`src/rtl/toast_writeback.sv`:
```
// Writeback stage: WB pipeline register, load alignment and
// result select toward the register file, plus retired count.
module toast_writeback #(
  parameter int REG_DATA_WIDTH     = 32,
  parameter int REGFILE_ADDR_WIDTH = 5
) (
  input  logic                          clk_i,
  input  logic                          resetn_i,
  input  logic                          stall_i,
  input  logic                          flush_i,
  input  logic                          mem_valid_i,
  input  logic [REGFILE_ADDR_WIDTH-1:0] mem_rd_addr_i,
  input  logic                          mem_rd_wr_en_i,
  input  logic [1:0]                    mem_wb_sel_i,
  input  logic [2:0]                    mem_load_type_i,
  input  logic [REG_DATA_WIDTH-1:0]     mem_alu_result_i,
  input  logic [REG_DATA_WIDTH-1:0]     mem_pc_plus4_i,
  input  logic [REG_DATA_WIDTH-1:0]     dmem_rdata_i,
  output logic [REGFILE_ADDR_WIDTH-1:0] rd_addr_o,
  output logic [REG_DATA_WIDTH-1:0]     rd_wr_data_o,
  output logic                          rd_wr_en_o,
  output logic                          wb_valid_o,
  output logic [63:0]                   instret_o
);

  localparam int W = REG_DATA_WIDTH;
  localparam int A = REGFILE_ADDR_WIDTH;

  logic          valid_q;
  logic [A-1:0]  rd_addr_q;
  logic          rd_wr_en_q;
  logic [1:0]    wb_sel_q;
  logic [2:0]    load_type_q;
  logic [W-1:0]  alu_result_q;
  logic [W-1:0]  pc_plus4_q;
  logic [63:0]   instret_q;

  logic          retire;
  logic [1:0]    off;
  logic          half;
  logic [7:0]    byte_d;
  logic [15:0]   half_d;
  logic [W-1:0]  load_data;

  // WB register: flush wins over stall, stall holds
  always_ff @(posedge clk_i or negedge resetn_i) begin
    if (!resetn_i) begin
      valid_q      <= 1'b0;
      rd_addr_q    <= '0;
      rd_wr_en_q   <= 1'b0;
      wb_sel_q     <= '0;
      load_type_q  <= '0;
      alu_result_q <= '0;
      pc_plus4_q   <= '0;
    end else if (flush_i) begin
      valid_q      <= 1'b0;
    end else if (!stall_i) begin
      valid_q      <= mem_valid_i;
      rd_addr_q    <= mem_rd_addr_i;
      rd_wr_en_q   <= mem_rd_wr_en_i;
      wb_sel_q     <= mem_wb_sel_i;
      load_type_q  <= mem_load_type_i;
      alu_result_q <= mem_alu_result_i;
      pc_plus4_q   <= mem_pc_plus4_i;
    end
  end

  // An instruction leaves WB only on an unstalled cycle
  assign retire = valid_q & ~stall_i;

  // Retired-instruction counter, wraps naturally at 2^64
  always_ff @(posedge clk_i or negedge resetn_i) begin
    if (!resetn_i) begin
      instret_q <= '0;
    end else if (retire) begin
      instret_q <= instret_q + 64'd1;
    end
  end

  assign off    = alu_result_q[1:0];
  assign half   = alu_result_q[1];
  assign byte_d = dmem_rdata_i[{off, 3'b000} +: 8];
  assign half_d = dmem_rdata_i[{half, 4'b0000} +: 16];

  // Align and extend the loaded value by funct3
  always_comb begin
    load_data = dmem_rdata_i;
    unique case (load_type_q)
      3'b000:  load_data = {{(W-8){byte_d[7]}}, byte_d};
      3'b001:  load_data = {{(W-16){half_d[15]}}, half_d};
      3'b100:  load_data = {{(W-8){1'b0}}, byte_d};
      3'b101:  load_data = {{(W-16){1'b0}}, half_d};
      default: load_data = dmem_rdata_i;
    endcase
  end

  // Result source select for the register file write
  always_comb begin
    rd_wr_data_o = alu_result_q;
    unique case (wb_sel_q)
      2'b01:   rd_wr_data_o = load_data;
      2'b10:   rd_wr_data_o = pc_plus4_q;
      default: rd_wr_data_o = alu_result_q;
    endcase
  end

  assign rd_wr_en_o = valid_q & rd_wr_en_q & (rd_addr_q != '0);
  assign rd_addr_o  = rd_addr_q;
  assign wb_valid_o = valid_q;
  assign instret_o  = instret_q;

endmodule

```
`config.mk`:
```
export PLATFORM = sky130hd
export DESIGN_NAME = toast_writeback
export DESIGN_NICKNAME = d
export VERILOG_FILES = /design/src/rtl/toast_writeback.sv
export SDC_FILE = /design/constraint.sdc
export NUM_CORES = 1
export LEC_CHECK = 0
export CAP_MARGIN = 40
export CORE_ASPECT_RATIO = 0.5
export CORE_MARGIN = 4
export CORE_UTILIZATION = 30
export DETAILED_ROUTE_END_ITERATION = 10
export PLACE_DENSITY = 0.64
export REMOVE_ABC_BUFFERS = 1
export SYNTH_ARGS = -nofsm -noshare
export SYNTH_HDL_FRONTEND = slang
export SYNTH_SLANG_ARGS = --single-unit
```
`constraint.sdc`:
```
create_clock -name clk_i -period 3.4 [get_ports clk_i]
set_input_delay 0.68 -clock clk_i [delete_from_list [all_inputs] [get_ports clk_i]]
set_output_delay 0.68 -clock clk_i [all_outputs]
set_load 0.005 [all_outputs]
```
==> out/results.ini <==
[run_status]
outcome = complete, no violations

[drt]
wl_per_cell_um = 18.0
drtAntennaViolNets = 0
routed_via_density = 4.85
vias = 5787
drt-total-wl_um = 21500
drcViolationCount = 0
drt_pass1_iterations = 4
drt_first_iter_violations = 303

[finish]
antennaDiodeCount = 0
drive_gt1_share_pct = 20.0
final_cell_mix = clkdlybuf4s50_1 (189), dfrtp_1 (138), nand2_1 (88)
mostFrequentLayoutCell = clkdlybuf4s50_1
area_growth_pct = 47.0
fin_area_um2 = 10300
final_util_pct = 44.9
final_cells = 1193
fill_cells = 2143
nets = 988

[flow_run]
max_cap_violations = 0

[timing]
setup_viol = 0
finalCriticalPeriod_ns = 3.26
finalCritPeriodShare_pct = 95.9
timing.final.ws_setup_ns = 0.138
hold_ws_ns = 0.159
fmax_ghz = 0.307
timing.final.hold_violations = 0
clock_skew_ns = 0.00513
worstMarginPinSlew_ns = 0.645
relSlewSlack_pct = 57.0
finalMaxSlewViolations = 0
final.setup.tns_ns = 0

[grt]
antenna_found_initial = 1
grt_pass1_vias = 6029
grt-ovfl-total = 0
grt_start_max_net_pins = 64
track_usage_pct = 16.4
grt_pass1_wl_um = 33300

[place]
dp_hpwl_um = 16000
place_congestion = 0.866
placed_cell_area_um2 = 9640
dpl_worst_slack_ns = -0.178
io_buffer_count = 214
dp.cells = 1158

[critical_path]
crit_required_ns = 2.72
worstReg2RegEnd = instret_o[43]$_DFFE_PN0P_
end_kind = primary output
worstPathArrival_ns = 2.58
rr_startpoint = instret_o[17]$_DFFE_PN0P_
r2r_cells = 5
cp_max_fo = 58
rrSetupSlack_ns = 1.23
criticalPathCategory = register to primary output
crit_start = wb_sel_q[0]$_DFFE_PN0P_
crit_path_start_kind = register
cp-endpoint = rd_wr_data_o[4]

[floorplan]
die_h_um = 116
coreArea_um2 = 22900
fp-row-count = 39
start_util_pct = 30.6
design.die.area_um2 = 26000
die_x_um = 224
io_pins = 215

[cts]
cts-root-buf = clkbuf_16
clk_pin_slew_ns = 0.06
cts_sinks = 140
cts_buffers = 17
clock_latency_ns = 0.42
h-tree-depth = 4
clockBufferDepth = 2
cts_tree = yes

[yosys]
yosysWarnings = 0
synth-seq-cells = 140
netlist_area_um2 = 7000
postSynthCellCount = 642
synthFlopType = dfrtp_1
avgSynthCellArea_um2 = 10.9
ys_async_sr_fraction_pct = 100
ys_seq_area_share_pct = 50.1
synth_edf_count = 0
synth_cell_type_count = 45

[power_and_ir_drop]
powerDensity_nw_per_um2 = 465
ir_drop_mv = 0.235
power_mw = 4.78
p_leak_nw = 4.38

[min_path]
hold_class = input pin to async pin

[cell usage after synthesis, drive strengths merged (4+ instances only)]
library cell,count,area share (%)
dfrtp,140,50
nand2,88,4.7
mux2,83,13
nor2,42,2.3
xnor2,35,4.4
o221ai,31,3.9
xor2,28,3.5
clkbuf,24,1.3
nand4,23,2.6
o21ai,19,1.4
nor3,18,1.4
nand3,17,1.4
inv,16,0.86
a21oi,13,0.93
nor4,12,1.8
and3,6,0.54
mux2i,5,0.72
buf,4,0.32
nand2b,4,0.36
nor2b,4,0.36
or2,4,0.36
[layer usage]
| metal | vias to the layer above | part of all wire (%) | track usage, % |
|---|---|---|---|
| li1 | 2761 | - | - |
| met1 | 2869 | 43 | 19.8 |
| met2 | 121 | 50 | 28.7 |
| met3 | 34 | 4.1 | 4.02 |
| met4 | 2 | 2.4 | 6.28 |
| met5 | - | 0.075 | 0 |
[area by class of cell]
class | count | area [um2] | area share (%)
flip-flops and latches | 140 | 3510 | 34.1
clock inverters | 14 | 124 | 1.20
well taps | 307 | 384 | 3.74
repair buffers | 240 | 2410 | 23.4
multi-input cells | 457 | 3360 | 32.6
inverters | 17 | 63.8 | 0.621
clock buffers | 18 | 439 | 4.27
[how the worst min path moves through the flow]
stage,depth (start not counted),to,slack [ns]
3_3_place_gp,1,instret_o[63]$_DFFE_PN0P_,0.46
4_1_cts,1,instret_o[13]$_DFFE_PN0P_,0.16
5_1_grt,1,instret_o[13]$_DFFE_PN0P_,0.17
2_1_floorplan,0,alu_result_q[0]$_DFFE_PN0P_,0.38
6_report,1,instret_o[13]$_DFFE_PN0P_,0.16
3_5_place_dp,1,instret_o[63]$_DFFE_PN0P_,0.46
[sequential cells by signal, summed over array words and instances (netlist names)]
register / count
alu_result_q: 32
instret_o: 64
load_type_q: 3
pc_plus4_q: 32
rd_addr_o: 5
rd_wr_en_q: 1
wb_sel_q: 2
wb_valid_o: 1
[cells by family (layout without fill, tap and decap cells)]
kind of cell,after synthesis,after routing,synth area share [%]
simple gates,232,232,17.7
buf+inv,45,289,2.52
flops,140,140,50.1
mux,88,88,14.1
compound gates,71,71,7.23
fa+ha+maj,3,3,0.537
xor+xnor,63,63,7.89
[what timing repair did]
action,4_1_cts,5_1_grt
buffers inserted,2,1
hold buffers,0,0
gates resized for setup,11,22
setup endpoints to repair,20,18
pin swaps,3,0
[power by group]
group	total (mW)	switching (mW)	internal, mW
Clock	1.77	0.747	1.02
Combinational	1.08	0.461	0.620
Sequential	1.93	0.111	1.82
[worst max-delay path, stage by stage (launching register included)]
cell,delay [ns]
dfrtp_1,0.35
inv_1,0.07
ha_2,0.32
buf_4,0.51
mux2_2,0.44
clkdlybuf4s50_1,0.45
No activity file was read; power rests on OpenSTA's default activity.
